### src/rtl/vga_pixel_timing_out_if.sv
// Pixel-clock bundle between the object mux and the VGA raster/DAC output block.
// The slave side generates the raster and drives the DAC pins; the master side supplies colour.
interface vga_pixel_timing_out_if;
  logic [7:0]  redIn;
  logic [7:0]  greenIn;
  logic [7:0]  blueIn;
  logic        fadeStart;
  logic        fadeClear;
  logic [10:0] pixelX;
  logic [10:0] pixelY;
  logic        startOfFrame;
  logic [7:0]  vgaR;
  logic [7:0]  vgaG;
  logic [7:0]  vgaB;
  logic        vgaHS;
  logic        vgaVS;
  logic        vgaBlankN;
  logic [15:0] frameCount;
  logic [2:0]  fadeLevel;

  modport master (
    output redIn, greenIn, blueIn, fadeStart, fadeClear,
    input  pixelX, pixelY, startOfFrame, vgaR, vgaG, vgaB,
    input  vgaHS, vgaVS, vgaBlankN, frameCount, fadeLevel
  );

  modport slave (
    input  redIn, greenIn, blueIn, fadeStart, fadeClear,
    output pixelX, pixelY, startOfFrame, vgaR, vgaG, vgaB,
    output vgaHS, vgaVS, vgaBlankN, frameCount, fadeLevel
  );
endinterface

### src/rtl/vga_pixel_timing_out.sv
// 640x480@60 raster counters plus DAC output stage; sync/blank/colour for a pixel appear PIPE_LAT+1
// clocks after its pixelX/pixelY, no backpressure. Optional per-frame fade-out enabled by macro FADE_EN.
module vga_pixel_timing_out #(
  parameter int H_ACTIVE    = 640,
  parameter int H_FP        = 16,
  parameter int H_SYNC      = 96,
  parameter int H_BP        = 48,
  parameter int V_ACTIVE    = 480,
  parameter int V_FP        = 10,
  parameter int V_SYNC      = 2,
  parameter int V_BP        = 33,
  parameter int PIPE_LAT    = 1,
  parameter int FADE_FRAMES = 4
) (
  input logic                  clk,
  input logic                  resetN,
  vga_pixel_timing_out_if.slave bus
);

  localparam int H_TOTAL = H_ACTIVE + H_FP + H_SYNC + H_BP;
  localparam int V_TOTAL = V_ACTIVE + V_FP + V_SYNC + V_BP;

  localparam logic [10:0] H_LAST = 11'(H_TOTAL - 1);
  localparam logic [10:0] V_LAST = 11'(V_TOTAL - 1);
  localparam logic [10:0] H_ACT  = 11'(H_ACTIVE);
  localparam logic [10:0] V_ACT  = 11'(V_ACTIVE);
  localparam logic [10:0] HS_BEG = 11'(H_ACTIVE + H_FP);
  localparam logic [10:0] HS_END = 11'(H_ACTIVE + H_FP + H_SYNC);
  localparam logic [10:0] VS_BEG = 11'(V_ACTIVE + V_FP);
  localparam logic [10:0] VS_END = 11'(V_ACTIVE + V_FP + V_SYNC);

  typedef struct packed {
    logic act;
    logic hs_n;
    logic vs_n;
  } raw_t;

  localparam raw_t RAW_RST = '{act: 1'b0, hs_n: 1'b1, vs_n: 1'b1};

  logic [10:0] h_q, h_d, v_q, v_d;
  logic        sof_q, sof_d;
  logic [15:0] frm_q, frm_d;
  logic        eol, eof;
  raw_t        raw, dly;
  logic [2:0]  lvl;
  logic [7:0]  r_q, r_d, g_q, g_d, b_q, b_d;
  logic        hs_q, vs_q, bn_q;

  // Raster counters; startOfFrame is precomputed so it is high while the counters read (0,0)
  always_comb begin
    eol   = (h_q == H_LAST);
    eof   = eol && (v_q == V_LAST);
    h_d   = eol ? 11'd0 : h_q + 11'd1;
    v_d   = v_q;
    if (eol) v_d = (v_q == V_LAST) ? 11'd0 : v_q + 11'd1;
    sof_d = eof;
    frm_d = eof ? frm_q + 16'd1 : frm_q;
  end

  always_ff @(posedge clk or negedge resetN) begin
    if (!resetN) begin
      h_q   <= '0;
      v_q   <= '0;
      sof_q <= 1'b0;
      frm_q <= '0;
    end else begin
      h_q   <= h_d;
      v_q   <= v_d;
      sof_q <= sof_d;
      frm_q <= frm_d;
    end
  end

  always_comb begin
    raw.act  = (h_q < H_ACT) && (v_q < V_ACT);
    raw.hs_n = !((h_q >= HS_BEG) && (h_q < HS_END));
    raw.vs_n = !((v_q >= VS_BEG) && (v_q < VS_END));
  end

  // Match the mux pipeline so sync/blank line up with the colour that arrives for the same pixel
  if (PIPE_LAT == 0) begin : g_nopipe
    assign dly = raw;
  end else begin : g_pipe
    raw_t pipe_q [PIPE_LAT];

    always_ff @(posedge clk or negedge resetN) begin
      if (!resetN) begin
        for (int i = 0; i < PIPE_LAT; i++) pipe_q[i] <= RAW_RST;
      end else begin
        pipe_q[0] <= raw;
        for (int i = 1; i < PIPE_LAT; i++) pipe_q[i] <= pipe_q[i-1];
      end
    end

    assign dly = pipe_q[PIPE_LAT-1];
  end

`ifdef FADE_EN
  typedef enum logic [1:0] {F_IDLE, F_FADING, F_HELD} fade_st_t;

  localparam logic [7:0] SUB_LAST = 8'(FADE_FRAMES - 1);

  fade_st_t   st_q, st_d;
  logic [7:0] sub_q, sub_d;
  logic [2:0] lvl_q, lvl_d;

  always_ff @(posedge clk or negedge resetN) begin
    if (!resetN) begin
      st_q  <= F_IDLE;
      sub_q <= '0;
      lvl_q <= '0;
    end else begin
      st_q  <= st_d;
      sub_q <= sub_d;
      lvl_q <= lvl_d;
    end
  end

  // Steps only on startOfFrame so the shift stays constant across a whole frame
  always_comb begin
    st_d  = st_q;
    sub_d = sub_q;
    lvl_d = lvl_q;
    if (bus.fadeClear) begin
      st_d  = F_IDLE;
      sub_d = '0;
      lvl_d = '0;
    end else begin
      case (st_q)
        F_IDLE: begin
          if (bus.fadeStart) begin
            st_d  = F_FADING;
            sub_d = '0;
          end
        end
        F_FADING: begin
          if (sof_q) begin
            if (sub_q == SUB_LAST) begin
              sub_d = '0;
              lvl_d = lvl_q + 3'd1;
              if (lvl_q == 3'd6) st_d = F_HELD;
            end else begin
              sub_d = sub_q + 8'd1;
            end
          end
        end
        F_HELD:  st_d = F_HELD;
        default: st_d = F_IDLE;
      endcase
    end
  end

  assign lvl = lvl_q;
`else
  logic unused_fade;
  assign unused_fade = &{1'b0, bus.fadeStart, bus.fadeClear};
  assign lvl = 3'd0;
`endif

  always_comb begin
    r_d = dly.act ? (bus.redIn   >> lvl) : 8'h00;
    g_d = dly.act ? (bus.greenIn >> lvl) : 8'h00;
    b_d = dly.act ? (bus.blueIn  >> lvl) : 8'h00;
  end

  always_ff @(posedge clk or negedge resetN) begin
    if (!resetN) begin
      r_q  <= '0;
      g_q  <= '0;
      b_q  <= '0;
      hs_q <= 1'b1;
      vs_q <= 1'b1;
      bn_q <= 1'b0;
    end else begin
      r_q  <= r_d;
      g_q  <= g_d;
      b_q  <= b_d;
      hs_q <= dly.hs_n;
      vs_q <= dly.vs_n;
      bn_q <= dly.act;
    end
  end

  assign bus.pixelX       = h_q;
  assign bus.pixelY       = v_q;
  assign bus.startOfFrame = sof_q;
  assign bus.frameCount   = frm_q;
  assign bus.fadeLevel    = lvl;
  assign bus.vgaR         = r_q;
  assign bus.vgaG         = g_q;
  assign bus.vgaB         = b_q;
  assign bus.vgaHS        = hs_q;
  assign bus.vgaVS        = vs_q;
  assign bus.vgaBlankN    = bn_q;

endmodule

### src/flat_wrapper.sv
// flat-port wrapper written by rule: the top's interface ports become plain ports
module vga_pixel_timing_out_flat 
#(
  parameter int H_ACTIVE    = 640,
  parameter int H_FP        = 16,
  parameter int H_SYNC      = 96,
  parameter int H_BP        = 48,
  parameter int V_ACTIVE    = 480,
  parameter int V_FP        = 10,
  parameter int V_SYNC      = 2,
  parameter int V_BP        = 33,
  parameter int PIPE_LAT    = 1,
  parameter int FADE_FRAMES = 4
)
  (clk, resetN, bus_redIn, bus_greenIn, bus_blueIn, bus_fadeStart, bus_fadeClear, bus_pixelX, bus_pixelY, bus_startOfFrame, bus_vgaR, bus_vgaG, bus_vgaB, bus_vgaHS, bus_vgaVS, bus_vgaBlankN, bus_frameCount, bus_fadeLevel);
  vga_pixel_timing_out_if bus_i ();
  input logic clk;
  input logic resetN;
  input wire logic [$bits(bus_i.redIn)-1:0] bus_redIn;
  input wire logic [$bits(bus_i.greenIn)-1:0] bus_greenIn;
  input wire logic [$bits(bus_i.blueIn)-1:0] bus_blueIn;
  input wire logic [$bits(bus_i.fadeStart)-1:0] bus_fadeStart;
  input wire logic [$bits(bus_i.fadeClear)-1:0] bus_fadeClear;
  output wire logic [$bits(bus_i.pixelX)-1:0] bus_pixelX;
  output wire logic [$bits(bus_i.pixelY)-1:0] bus_pixelY;
  output wire logic [$bits(bus_i.startOfFrame)-1:0] bus_startOfFrame;
  output wire logic [$bits(bus_i.vgaR)-1:0] bus_vgaR;
  output wire logic [$bits(bus_i.vgaG)-1:0] bus_vgaG;
  output wire logic [$bits(bus_i.vgaB)-1:0] bus_vgaB;
  output wire logic [$bits(bus_i.vgaHS)-1:0] bus_vgaHS;
  output wire logic [$bits(bus_i.vgaVS)-1:0] bus_vgaVS;
  output wire logic [$bits(bus_i.vgaBlankN)-1:0] bus_vgaBlankN;
  output wire logic [$bits(bus_i.frameCount)-1:0] bus_frameCount;
  output wire logic [$bits(bus_i.fadeLevel)-1:0] bus_fadeLevel;
  assign bus_i.redIn = bus_redIn;
  assign bus_i.greenIn = bus_greenIn;
  assign bus_i.blueIn = bus_blueIn;
  assign bus_i.fadeStart = bus_fadeStart;
  assign bus_i.fadeClear = bus_fadeClear;
  assign bus_pixelX = bus_i.pixelX;
  assign bus_pixelY = bus_i.pixelY;
  assign bus_startOfFrame = bus_i.startOfFrame;
  assign bus_vgaR = bus_i.vgaR;
  assign bus_vgaG = bus_i.vgaG;
  assign bus_vgaB = bus_i.vgaB;
  assign bus_vgaHS = bus_i.vgaHS;
  assign bus_vgaVS = bus_i.vgaVS;
  assign bus_vgaBlankN = bus_i.vgaBlankN;
  assign bus_frameCount = bus_i.frameCount;
  assign bus_fadeLevel = bus_i.fadeLevel;
  vga_pixel_timing_out #(.H_ACTIVE(H_ACTIVE), .H_FP(H_FP), .H_SYNC(H_SYNC), .H_BP(H_BP), .V_ACTIVE(V_ACTIVE), .V_FP(V_FP), .V_SYNC(V_SYNC), .V_BP(V_BP), .PIPE_LAT(PIPE_LAT), .FADE_FRAMES(FADE_FRAMES)) u_core (.clk(clk), .resetN(resetN), .bus(bus_i));
endmodule
### config.mk
export PLATFORM = sky130hd
export DESIGN_NAME = vga_pixel_timing_out_flat
export DESIGN_NICKNAME = d
export VERILOG_FILES = /design/src/rtl/vga_pixel_timing_out_if.sv /design/src/rtl/vga_pixel_timing_out.sv /design/src/flat_wrapper.sv
export SDC_FILE = /design/constraint.sdc
export NUM_CORES = 1
export LEC_CHECK = 0
export CAP_MARGIN = 10
export CORE_UTILIZATION = 30
export DETAILED_ROUTE_END_ITERATION = 8
export SLEW_MARGIN = 20
export SYNTH_ARGS = -nofsm -noshare
export SYNTH_HDL_FRONTEND = slang
export SYNTH_SLANG_ARGS = --single-unit
### constraint.sdc
create_clock -name clk -period 2.2 [get_ports clk]
set_clock_uncertainty 0.15 [all_clocks]
set_input_delay 0.22 -clock clk [delete_from_list [all_inputs] [get_ports clk]]
set_output_delay 0.22 -clock clk [all_outputs]
set_load 0.05 [all_outputs]
==> results.yml <==
cts:
  clk_pin_slew_ns: 0.07
  cts_max_path_buffers: 2
  cts_tree: "yes"
  cts_resized: 0
  root_buffer: "clkbuf_8"
  hold_buffers: 1
  postCtsSetupBuffers: 0
  htree_levels: 3
  clkSinkCount: 69
  cts-buffers-inserted: 9
  insertion_delay_ns: 0.34
cells_and_area:
  final-instance-count-excl-fill: 486
  antennaDiodeCount: 0
  drive_above_1_share: 0.188
  areaGrowthSynthToFinish_pct: 48.4
  nets: 384
sta:
  setup_viol: 0
  worst_slew_pin_slew_ns: 0.533
  fin_crit_sh: 0.967
  rsz0062_at_grt: "no"
  fmax_ghz: 0.470
  period_minus_slack_ns: 2.13
  finalSetupTns_ns: 0
  fin_hold_ws_ns: 0.207
  hold_violations: 0
  slew_violations: 0
  relSlewSlack: 0.645
critical_path:
  cpMaxStageDelayCell: "clkdlybuf4s50_1"
  critPathLaunchType: "register"
  cp-end-kind: "primary output"
  crit_start: "u_core.bus.pixelX[8]"
  reg2reg_from: "u_core.bus.pixelX[0]"
  crit_family: "buffers and inverters"
  crit_chain: "clkdlybuf4s50_1"
  critical_path.max_fanout: 10
  critPathArrivalTime_ns: 1.76
  critPathBufInv: 1
  required_ns: 1.83
  worstSetupPathType: "register to primary output"
  slowest_delay_ns: 0.88
pwr:
  power.leakage_nw: 1.84
  vdd_ir_drop_max_mv: 0.229
  power_switching_mw: 0.620
  switching_share: 0.258
  power_frac_seq: 0.539
  p_int_mw: 1.78
  p_per_area_nw_per_um2: 558
  pwr-share-comb: 0.094
  p_clk_frac: 0.368
routing:
  vias: 2146
  wirelength_um: 6370
  first_pass_iters: 3
  ant_nets: 0
  first_iter_violations: 69
  routedWlPerCell_um: 13.1
  drc: 0
  viasPerCell: 4.42
yosys:
  syn_area_um2: 2900
  synth_most_common_cell: "dfrtp_1"
  synth_cells: 245
  async_flop_share: 1.00
  yosysSeqAreaShare: 0.597
  synth_top_area_frac: 0.561
  synth_top_cell_by_area: "dfrtp_1"
  syn_area_per_cell_um2: 11.8
  dominantRegCellSynth: "dfrtp_1"
  synth_warnings: 0
  synth_area_leaders: "dfrtp_1, xor2_1, and2_1"
  synth_edf_count: 0
  yosys.cell_types.count: 36
  ys_seq_elements: 69
  synth_common_cells: "dfrtp_1, and2_1, xor2_1"
die:
  die_area_um2: 10100
  ios: 97
  start_util: 0.313
  die_w_um: 100
  row_count: 35
  coreArea_um2: 9280
  fp.dieH_um: 100
global_route:
  grt_usage: 0.136
  antenna_found_initial: 0
  grt_pass1_wl_um: 10600
  gr-total-overflow: 0
  grt_pass1_vias: 2133
  grt_max_degree: 70
placed_design:
  dpl.cell_count: 469
  routabilityCongestion: 0.722
  place.port_buffers: 91
  dp_hpwl_um: 4430
hold_path:
  hold_class: "register to register"
  worstHoldStart: "u_core.dly[1]"
outcome:
  status: "complete, no violations"
run:
  drv_cap: 0
[area by class of cell]
class                           instances  area [µm²]
Clock buffer                           10         128
Sequential cell                        69        1740
Timing Repair Buffer                  106        1030
Tap cell                              129         161
Clock inverter                          6        40.0
Multi-Input combinational cell        159        1180
Fill cell                             879        4980
Inverter                                7        26.3
[sequential cells by signal, indices dropped and copies added, names as in the netlist]
register,flops
u_core.bus.vgaBlankN,1
u_core.bus.vgaG,8
u_core.bus.frameCount,16
u_core.bus.vgaR,8
u_core.bus.pixelY,11
u_core.bus.vgaHS,1
u_core.bus.vgaB,8
u_core.bus.pixelX,11
u_core.bus.startOfFrame,1
u_core.dly,3
u_core.bus.vgaVS,1
[per-stage QoR]
stage | power [mW] | cell area, µm² | setup slack, ns | util
finish | 2.40 | 4310 | 0.0729 | 0.464
global placement | 1.55 | 4130 | 0.105 | 0.445
CTS | 2.45 | 4310 | 0.0633 | 0.464
global route | 2.54 | 4310 | 0.000258 | 0.464
floorplan | 1.43 | 3020 | -0.0640 | -
detailed placement | 1.55 | 4130 | 0.0894 | 0.445
[kinds of logic after synthesis]
| family | share of synthesized area |
|---|---|
| AO/OA/AOI/OAI | 0.0233 |
| multiplexers | 0.00733 |
| adder cells (fa/ha/maj) | 0.0172 |
| buffers and inverters | 0.0354 |
| flip-flops | 0.597 |
| AND/OR/NAND/NOR | 0.234 |
| XOR/XNOR | 0.0845 |
| other | 0.00129 |
[layer usage]
| metal | GRT usage | up-vias | routed length [µm] |
|---|---|---|---|
| li1 | - | 1048 | - |
| met1 | 0.178 | 1020 | 3050 |
| met2 | 0.214 | 69 | 2870 |
| met3 | 0.0327 | 9 | 365 |
| met4 | 0.0569 | 0 | 88 |
| met5 | 0 | - | 0 |
[path summary, 6_finish.rpt]
kind | endpoint | slack (ns) | cells past startpoint
max in group asynchronous | u_core.bus.pixelX[10] | 1.28 | 3
worst max register to register | u_core.bus.pixelY[9] | 0.08 | 5
worst min-delay path | u_core.bus.vgaHS | 0.21 | 0
worst min register to register | u_core.bus.vgaHS | 0.21 | 0
worst max-delay path | bus_pixelX[8] | 0.07 | 1
min in group asynchronous | u_core.bus.vgaB[0] | 0.29 | 3
[placed cells by master (no fill, tap or decap), types with 2 or more instances in the layout]
cell             Yosys  routed
clkdlybuf4s50_1      0      90
dfrtp_1             65      58
and2_1              26      26
xor2_1              19      19
nand2_1             15      15
buf_4                4      13
nand4_1             12      12
xnor2_1              9       9
nand3_1              9       9
clkbuf_8             0       9
nor3_2               0       8
and3_1               7       7
inv_1                7       7
dfrtp_2              0       7
nor2_1               7       6
o21ai_0              7       6
nor4_4               1       5
or4_4                4       4
a21oi_1              4       4
clkinvlp_4           0       4
dfstp_2              4       4
ha_1                 4       3
conb_1               1       3
nor3_1              10       2
nor4_1               4       2
nor4bb_1             2       2
or3_2                2       2
or4_1                2       2
a31oi_1              2       2
clkinv_2             0       2
[power groups by stage]
stage	combinational (mW)	sequential, mW	clock (mW)
floorplan	0.0301	1.40	0
global placement	0.226	1.32	0
detailed placement	0.227	1.32	0
CTS	0.230	1.30	0.925
global route	0.241	1.30	1.00
finish	0.226	1.30	0.884
No activity file was read; power rests on OpenSTA's default activity.
